**src/rtl/vga_pkg.sv**
```systemverilog
// -----------------------------------------------------------------------------
// vga_pkg
// Shared constants for the 640x480 VGA raster and the 160x120x3 framebuffer
// behind it, plus the arbiter state type and the row-base address helper.
// No ports (package).
// -----------------------------------------------------------------------------
package vga_pkg;

   localparam int H_ACTIVE    = 640;
   localparam int V_ACTIVE    = 480;
   localparam int LINE_LAST   = 799;
   localparam int SCREEN_LAST = 524;
   localparam int FB_W        = 160;
   localparam int FB_H        = 120;
   localparam int FB_WORDS    = 19200;
   localparam int ADDR_W      = 15;
   localparam int COLOR_W     = 3;

   typedef enum logic [0:0] {
      ST_IDLE  = 1'b0,
      ST_CLEAR = 1'b1
   } arb_state_t;

   // row*160 as two shifts and an add, so no multiplier is inferred
   function automatic logic [ADDR_W-1:0] row_base(input logic [7:0] row);
      logic [ADDR_W-1:0] w_row;
      w_row = {{(ADDR_W-8){1'b0}}, row};
      return (w_row << 7) + (w_row << 5);
   endfunction

endpackage

```
**src/rtl/fb_addr_gen.sv**
```systemverilog
// -----------------------------------------------------------------------------
// fb_addr_gen
// Combinational display-slot decoder. A slot is every 4th pixel clock; it
// fetches the framebuffer word that will be shown four clocks later, so the
// target column is one block ahead and, in the last block of a line, the
// target row is taken from the next raster line (wrapping the frame).
// Ports:
//   i_pixel_x    [9:0]  current raster column
//   i_pixel_y    [9:0]  current raster row
//   o_slot_valid        this cycle is a display read slot inside the buffer
//   o_addr       [14:0] framebuffer word address for the slot
// -----------------------------------------------------------------------------
module fb_addr_gen #(
   parameter int FB_W        = vga_pkg::FB_W,
   parameter int FB_H        = vga_pkg::FB_H,
   parameter int LINE_LAST   = vga_pkg::LINE_LAST,
   parameter int SCREEN_LAST = vga_pkg::SCREEN_LAST
) (
   input  logic [9:0]                 i_pixel_x,
   input  logic [9:0]                 i_pixel_y,
   output logic                       o_slot_valid,
   output logic [vga_pkg::ADDR_W-1:0] o_addr
);
   import vga_pkg::*;

   localparam logic [7:0] COL_LAST = 8'((LINE_LAST + 1) / 4 - 1);
   localparam logic [9:0] X_WRAP   = 10'(LINE_LAST - 3);
   localparam logic [9:0] Y_LAST   = 10'(SCREEN_LAST);
   localparam logic [7:0] W_LIM    = 8'(FB_W);
   localparam logic [7:0] H_LIM    = 8'(FB_H);

   logic [7:0] w_xq;
   logic [7:0] w_tx;
   logic [7:0] w_ty;
   logic       w_next_line;

   // (pixel_x+4) mod 800, divided by 4, is simply the next block index mod 200
   assign w_xq        = i_pixel_x[9:2];
   assign w_tx        = (w_xq == COL_LAST) ? 8'd0 : w_xq + 8'd1;
   assign w_next_line = (i_pixel_x >= X_WRAP);

   // target row: current line, or the following line (frame wrap) in the last block
   always_comb begin
      w_ty = i_pixel_y[9:2];
      if (w_next_line) begin
         if (i_pixel_y == Y_LAST) begin
            w_ty = 8'd0;
         end else begin
            // (y+1)/4 only steps up when y is the last line of a block
            w_ty = i_pixel_y[9:2] + {7'd0, &i_pixel_y[1:0]};
         end
      end else begin
         w_ty = i_pixel_y[9:2];
      end
   end

   assign o_slot_valid = (i_pixel_x[1:0] == 2'b00) && (w_tx < W_LIM) && (w_ty < H_LIM);
   assign o_addr       = row_base(w_ty) + {{(ADDR_W-8){1'b0}}, w_tx};

endmodule

```
**src/rtl/vram_scan_arbiter.sv**
```systemverilog
// -----------------------------------------------------------------------------
// vram_scan_arbiter
// Owns the single-port video RAM. Display scan-out reads have fixed priority on
// their slots; a req/ack writer and a full-buffer clear sequencer share every
// other ("free") cycle. Also drives the DAC colour from the fetched words.
// Ports:
//   clock25, reset (async, active-low)
//   pixel_x/pixel_y/video_on     from the sync generator
//   wr_req/wr_addr/wr_data/wr_ack writer handshake (ack = write this cycle)
//   clear_req/clear_busy/clear_done clear sequencer control/status
//   mem_addr/mem_we/mem_wdata/mem_rdata RAM port (read data 1 cycle later)
//   rgb                          pixel colour, 0 outside the active area
// -----------------------------------------------------------------------------
module vram_scan_arbiter #(
   parameter int         FB_W           = vga_pkg::FB_W,
   parameter int         FB_H           = vga_pkg::FB_H,
   parameter int         LINE_LAST      = vga_pkg::LINE_LAST,
   parameter int         SCREEN_LAST    = vga_pkg::SCREEN_LAST,
   parameter int         WR_VBLANK_ONLY = 0,
   parameter logic [2:0] CLEAR_COLOR    = 3'b000
) (
   input  logic                        clock25,
   input  logic                        reset,
   input  logic [9:0]                  pixel_x,
   input  logic [9:0]                  pixel_y,
   input  logic                        video_on,
   input  logic                        wr_req,
   input  logic [vga_pkg::ADDR_W-1:0]  wr_addr,
   input  logic [vga_pkg::COLOR_W-1:0] wr_data,
   output logic                        wr_ack,
   input  logic                        clear_req,
   output logic                        clear_busy,
   output logic                        clear_done,
   output logic [vga_pkg::ADDR_W-1:0]  mem_addr,
   output logic                        mem_we,
   output logic [vga_pkg::COLOR_W-1:0] mem_wdata,
   input  logic [vga_pkg::COLOR_W-1:0] mem_rdata,
   output logic [vga_pkg::COLOR_W-1:0] rgb
);
   import vga_pkg::*;

   localparam logic [ADDR_W-1:0] CLR_LAST  = ADDR_W'(FB_W * FB_H - 1);
   localparam logic [9:0]        V_START   = 10'(V_ACTIVE);

   logic                 w_slot_valid;
   logic [ADDR_W-1:0]    w_disp_addr;
   logic                 w_free;
   arb_state_t           r_state;
   arb_state_t           w_state_nxt;
   logic [ADDR_W-1:0]    r_clr_addr;
   logic [ADDR_W-1:0]    w_clr_addr_nxt;
   logic                 r_clear_done;
   logic                 w_clear_done_nxt;
   logic                 r_rd_pend;
   logic [COLOR_W-1:0]   r_rd_q;
   logic [COLOR_W-1:0]   r_hold_q;
   logic                 w_we;
   logic                 w_ack;
   logic [ADDR_W-1:0]    w_addr;
   logic [COLOR_W-1:0]   w_wdata;

   fb_addr_gen #(
      .FB_W        (FB_W),
      .FB_H        (FB_H),
      .LINE_LAST   (LINE_LAST),
      .SCREEN_LAST (SCREEN_LAST)
   ) u_addr_gen (
      .i_pixel_x    (pixel_x),
      .i_pixel_y    (pixel_y),
      .o_slot_valid (w_slot_valid),
      .o_addr       (w_disp_addr)
   );

   // writer/clear may only use cycles the display does not own
   assign w_free = !w_slot_valid && ((WR_VBLANK_ONLY == 0) || (pixel_y >= V_START));

   // arbiter next-state and RAM port decision
   always_comb begin
      w_state_nxt      = r_state;
      w_clr_addr_nxt   = r_clr_addr;
      w_clear_done_nxt = 1'b0;
      w_we             = 1'b0;
      w_ack            = 1'b0;
      w_addr           = w_disp_addr;
      w_wdata          = {COLOR_W{1'b0}};
      case (r_state)
         ST_IDLE: begin
            if (w_free && wr_req) begin
               w_we    = 1'b1;
               w_ack   = 1'b1;
               w_addr  = wr_addr;
               w_wdata = wr_data;
            end else begin
               w_we    = 1'b0;
               w_ack   = 1'b0;
            end
            if (clear_req) begin
               w_state_nxt    = ST_CLEAR;
               w_clr_addr_nxt = {ADDR_W{1'b0}};
            end else begin
               w_state_nxt    = ST_IDLE;
            end
         end
         ST_CLEAR: begin
            if (w_free) begin
               w_we    = 1'b1;
               w_addr  = r_clr_addr;
               w_wdata = CLEAR_COLOR;
               if (r_clr_addr == CLR_LAST) begin
                  w_state_nxt      = ST_IDLE;
                  w_clr_addr_nxt   = {ADDR_W{1'b0}};
                  w_clear_done_nxt = 1'b1;
               end else begin
                  w_clr_addr_nxt   = r_clr_addr + {{(ADDR_W-1){1'b0}}, 1'b1};
               end
            end else begin
               w_we = 1'b0;
            end
         end
         default: begin
            w_state_nxt = ST_IDLE;
         end
      endcase
   end

   // arbiter state, clear pointer and completion pulse
   always_ff @(posedge clock25 or negedge reset) begin
      if (!reset) begin
         r_state      <= ST_IDLE;
         r_clr_addr   <= {ADDR_W{1'b0}};
         r_clear_done <= 1'b0;
      end else begin
         r_state      <= w_state_nxt;
         r_clr_addr   <= w_clr_addr_nxt;
         r_clear_done <= w_clear_done_nxt;
      end
   end

   // scan-out pipeline: capture read data, then hold it for the 4-pixel block
   always_ff @(posedge clock25 or negedge reset) begin
      if (!reset) begin
         r_rd_pend <= 1'b0;
         r_rd_q    <= {COLOR_W{1'b0}};
         r_hold_q  <= {COLOR_W{1'b0}};
      end else begin
         r_rd_pend <= w_slot_valid;
         if (r_rd_pend) begin
            r_rd_q <= mem_rdata;
         end
         // block boundary: the word fetched 3 clocks ago becomes visible next clock
         if (pixel_x[1:0] == 2'b11) begin
            r_hold_q <= r_rd_q;
         end
      end
   end

   // write strobes are forced off for as long as reset is held
   assign mem_we     = w_we & reset;
   assign wr_ack     = w_ack & reset;
   assign mem_addr   = w_addr;
   assign mem_wdata  = w_wdata;
   assign clear_busy = (r_state == ST_CLEAR);
   assign clear_done = r_clear_done;
   assign rgb        = video_on ? r_hold_q : {COLOR_W{1'b0}};

endmodule

```
**config.mk**
```make
export PLATFORM = sky130hd
export DESIGN_NAME = vram_scan_arbiter
export DESIGN_NICKNAME = d
export VERILOG_FILES = /design/src/rtl/vga_pkg.sv /design/src/rtl/fb_addr_gen.sv /design/src/rtl/vram_scan_arbiter.sv
export SDC_FILE = /design/constraint.sdc
export NUM_CORES = 1
export LEC_CHECK = 0
export ABC_AREA = 1
export BUFFER_PORTS_ARGS = -buffer_cell sky130_fd_sc_hd__buf_2
export CORE_MARGIN = 2
export CORE_UTILIZATION = 59
export DETAILED_ROUTE_END_ITERATION = 10
export HOLD_SLACK_MARGIN = 0.03
export PLACE_DENSITY = 0.92
export SYNTH_ARGS = -nofsm -noshare
export SYNTH_HDL_FRONTEND = slang
export SYNTH_SLANG_ARGS = --single-unit
```
**constraint.sdc**
```tcl
create_clock -name clock25 -period 8.8 [get_ports clock25]
set_input_delay 0.44 -clock clock25 [delete_from_list [all_inputs] [get_ports clock25]]
set_output_delay 0.44 -clock clock25 [all_outputs]
set_load 0.05 [all_outputs]
```
### Word level (Yosys, flattened, before mapping)

Cells that the tools add are included.

| storage, ports and cells | value |
|---|---|
| bits in latches | 0 |
| bits in writable memories | 0 |
| bits of input ports | 46 |
| bits in registers | 24 |
| memory bits (read-only) | 0 |
| output and inout bits | 25 |
| memories kept | 0 |

| operators by class | value |
|---|---|
| muxes and demuxes | 24 |
| shifts and indexed selects | 0 |
| div/mod/pow operators | 0 |
| multiply operators | 0 |
| bitwise logic cells | 3 |
| add/subtract/negate cells | 5 |
| eq/ne operators | 6 |
| reduce and logical (&&, ||, !) cells | 7 |
| magnitude comparators | 3 |

Operators by type and width:

| cell | number |
|---|---|
| $mux W15 | 5 |
| $pmux W15 S2 | 2 |
| $mux W8 | 3 |
| $add A15 B1 Y15 const B | 1 |
| $add A15 B13 Y15 | 1 |
| $add A15 B8 Y15 | 1 |
| $eq A15 B15 Y1 const B | 1 |
| $eq A10 B10 Y1 const B | 1 |
| $ge A10 B10 Y1 const B | 1 |
| $mux W1 | 9 |
| $add A8 B1 Y8 | 1 |
| $add A8 B1 Y8 const B | 1 |
| $eq A8 B8 Y1 const B | 1 |
| $lt A8 B7 Y1 const B | 1 |
| $lt A8 B8 Y1 const B | 1 |
| $mux W3 | 2 |
| $pmux W3 S2 | 1 |
| $ne A2 B2 Y1 const B | 2 |
| $pmux W1 S2 | 2 |
| $reduce_and A2 Y1 | 2 |
| $logic_and A1 B1 Y1 | 3 |
| $and A1 B1 Y1 | 2 |
| $eq A2 B2 Y1 const B | 1 |
| $logic_not A2 Y1 | 1 |
| 2 further kinds | 2 |

### Longest topological paths before layout

| logic depth | value |
|---|---|
| depth in word-level cells | 11 |
| gate-level depth with buffers | 22 |
| gate-level depth less buffers | 22 |

### Hierarchy

Synthesis repeated with hierarchy kept, for this count alone.

| second synthesis, totals | value |
|---|---|
| cells, all modules | 410 |
| area, all modules | 2761.4 sq um |

By module, submodules not included:

| module | times used | area an instance (sq um) | cells each |
|---|---|---|---|
| vram_scan_arbiter | 1 | 1714.1 | 236 |
| fb_addr_gen | 1 | 1047.3 | 174 |

### Worst setup path after synthesis

Ideal clock, no wire load.

| path | value |
|---|---|
| path type | input to output |
| start point | in pixel_x[2] |
| end point | out mem_addr[12] (netlist name) |
| stages | 22 |
| path slack | 4841 ps |
| data arrival time | 3519 ps |
| cells stage by stage | ha_1 -> nand2_1 -> nor2_2 -> inv_1 -> nand2_2 -> buf_6 -> nand2_1 -> nor2_1 -> nor3_1 -> inv_1 -> fa_1 -> inv_1 -> fa_1 -> nand3_1 -> nand3_1 -> nand2_1 -> nand2_1 -> a21oi_1 -> xor2_1 -> nand2_1 -> nand3_1 -> nand2_1 |

| between the ends | value |
|---|---|
| cells in the longest elaborated chain, start to end | 9 |

RTL lines:

| element | line | source |
|---|---|---|
| from (decl) | vram_scan_arbiter.sv:24 | `input logic [9:0] pixel_x,` |
| branches (longest 8 deep; another with $add A15 B13 Y15) | n/a |  |
| $pmux W15 S2 * | vram_scan_arbiter.sv:86 | `case (r_state)` |
| to (decl) | vram_scan_arbiter.sv:34 | `output logic [vga_pkg::ADDR_W-1:0] mem_addr,` |

Every way passes the cells marked *.

### Worst setup path in the final report

Same ends and word-level chain as after synthesis.

==> results.py <==
metrics = {
    "synthesis": {
        "synthXorXnorAreaFrac": 0.06372,
        "syn_inst": 475,
        "synth_top_family_by_area": "simple AND/OR/NAND/NOR gates",
        "synth_top_cell_by_area": "dfrtp_1",
        "synth_compound_area_frac": 0.07282,
        "ys.flop_type": "dfrtp_1",
        "synthAdderAreaFrac": 0.09623,
        "syn-num-nets": 542,
        "synthMuxAreaShare": 0,
        "async_reset_ff_frac": 1.000,
        "synth_seq_area_share": 0.2081,
        "netlist.area_leader.share": 0.2081,
        "ys_warn_count": 0,
        "synth_enable_flop_cells": 0,
        "synth_cell_types": 30,
        "synth_seq_cells": 24,
        "avgSynthCellArea_um2": 6.077,
        "syn-cell-area_mm2": 0.002887,
        "synth-simple-area-share": 0.4101,
        "synth_area_leaders": "dfrtp_1 (21%), nand2_1 (18%), nand3_1 (14%)",
    },
    "critical_path": {
        "crit_chain": "buf_2, ha_1, nand2_1, nor2_2, inv_1, nand2_2, inv_2, nor4_1, nor3_1, inv_1, fa_1, inv_1, fa_1, nand3_1, nand3_1, nand2_1, nand2_1, a21oi_1, xor2_1, nand2_1, nand3_1, nand2_1, buf_2",
        "critPathBufInv": 6,
        "crit_path_max_fanout": 12,
        "worstSetupEndpointType": "primary output",
        "path_delay_family": "adder cells",
        "cp_common_cell": "nand2_1",
        "crit_arrival_ns": 3.88,
        "cp_slowest_cell": "fa_1",
        "worstPathRequired_ns": 8.36,
        "worstSetupStartpointType": "primary input",
        "max_stage_delay_ns": 0.54,
        "path_class": "primary input to primary output",
    },
    "min_path": {
        "hold_path.class": "primary input to asynchronous set/reset pin",
    },
    "pwr": {
        "ir_drop_mv": 0.1365,
        "power_density_mw_per_mm2": 152.6,
        "p_leak_nw": 1.902,
    },
    "floorplan": {
        "initial_core_util": 0.6111,
        "die_y_um": 73.95,
        "core_mm2": 0.004723,
        "io_pins": 71,
        "num_rows": 25,
        "die-area_mm2": 0.005468,
        "fp.dieW_um": 73.95,
    },
    "sta": {
        "setup_viol": 0,
        "period_needed_ns": 4.319,
        "maxSlewHeadroom": 0.5105,
        "clock_skew_ns": 0.002914,
        "fin_crit_sh": 0.4908,
        "tightestPinTransition_ns": 0.7343,
        "maxSlewViolCount": 0,
        "max_freq_mhz": 231.5,
        "hold_violations": 0,
        "rsz0062_at_grt": "no",
        "tns_ns": 0,
    },
    "drt": {
        "final_antenna_net_count": 0,
        "wl_um": 7047,
        "drt_iter0_markers": 205,
        "dr_wl_met3_um": 447,
        "wl_met1_um": 3366,
        "top_layer_used": "met4",
        "post-route-drc-count": 0,
        "viasPerCell": 5.196,
        "wl_per_cell_um": 11.73,
        "route.vias.total": 3123,
        "dr_wl_met2_um": 3186,
        "dr.pass1.iters": 5,
    },
    "cells_and_area": {
        "drive_above_1_share": 0.1629,
        "num_antenna_cells": 0,
        "seq_area_um2": 600.6,
        "layout-area-overhead-vs-synth_pct": 13.13,
        "layout.cells.non_filler": 601,
        "final_cell_mix": "nand2_1 (138), inv_1 (85), nand3_1 (83)",
        "final_common_cell": "nand2_1",
        "nNetsFinal": 603,
        "fill_cells": 428,
        "multi_input_area_mm2": 0.001856,
    },
    "placed_design": {
        "port_buffers": 70,
        "hpwl_um": 5516,
        "place_inst": 598,
        "gp_congestion": 1.001,
    },
    "clocking": {
        "clk_pin_slew_ns": 0.08,
        "cts_buffers": 3,
        "cts_setup_buffers": 0,
        "clock-sinks": 24,
        "cts_resized": 0,
        "cts_max_level": 1,
        "cts_tree": "built",
        "root_buffer": "clkbuf_8",
        "holdBufCountCts": 0,
        "clockBufferDepth": 2,
        "clk_latency_ns": 0.26,
    },
    "global_routing": {
        "first_global_vias": 2783,
        "track_usage": 0.2724,
        "grt_first_pass_wirelength_um": 12080,
        "overflow": 0,
        "antenna_found_initial": 0,
        "grt_start_max_net_pins": 36,
    },
    "job": {
        "cap_violations": 0,
    },
    "status": {
        "outcome": "complete, no violations",
    },
}
[worst reg2reg max path, cell delays in order, from the launching register on]
cell and delay, ns:
dfrtp_1 0.82, clkinv_1 0.68, nand2_1 0.64, nand3_1 0.15
o21ai_1 0.10
[worst paths after layout]
check | start | to | slack (ns) | cells after the start
min reg2reg | r_hold_q[0] | r_hold_q[0] | 0.49 | 2
min in group clock25 | mem_rdata[2] | r_rd_q[2] | 0.38 | 3
max | pixel_x[2] | mem_addr[12] | 4.48 | 23
min | reset | r_rd_q[2] | 0.15 | 1
max reg2reg | clear_busy | r_clr_addr[9] | 6.34 | 4
max in group asynchronous | reset | r_clr_addr[12] | 8.28 | 1
[where the power goes]
group          total [mW]  internal (mW)  switching [mW]  leakage [nW]
clock network      0.0644         0.0306          0.0338        0.0216
logic               0.278         0.0919           0.186          1.57
registers           0.156          0.133          0.0234         0.308
[logic make-up after synthesis]
kind of cell,count (synthesis)
compound gates,40
simple gates,266
buf+inv,103
xor+xnor,21
flops,24
fa+ha+maj,21
[registers in the layout (all words and copies together) (netlist names)]
signal      cells
r_hold_q        3
clear_done      1
r_clr_addr     15
r_rd_pend       1
clear_busy      1
r_rd_q          3
[synthesized netlist by cell type (3+ instances only)]
cell type and count:
nor2_2 3, clkbuf_1 3, xnor2_1 7, inv_1 85
xor2_1 14, o21ai_1 10, buf_6 4, dfrtp_1 24
nor3_1 6, a21oi_1 11, o21ai_0 16, ha_1 19
nor2_1 21, nand2_1 138, buf_4 3, inv_2 3
nand4_1 6, nand3_1 83
[through the flow]
stage          setup slack, ns  instance area, µm²  utilization  hold slack, ns  power [mW]
2_1_floorplan            4.841                2887            -          0.1444      0.3689
3_3_place_gp             4.648                3224       0.6826          0.4486      0.4269
3_5_place_dp             4.505                3224       0.6826          0.4497      0.4342
4_1_cts                  4.501                3266       0.6914          0.1603      0.4985
5_1_grt                  4.111                3266       0.6914          0.1960      0.5395
6_report                 4.481                3266       0.6914          0.1477      0.4984
[area by class of cell]
class,instances,area share
multi-input combinational,348,0.5682
sequential,24,0.1839
timing repair buffer,70,0.1073
inverter,89,0.1023
tap,67,0.02567
clock buffer,3,0.01264
[per-layer routing]
layer,global-route usage,up-vias
met5,0,-
met4,0.02828,0
met3,0.04201,5
met2,0.4494,113
met1,0.3933,1387
li1,-,1618
Power figures use the tool's default switching activity.
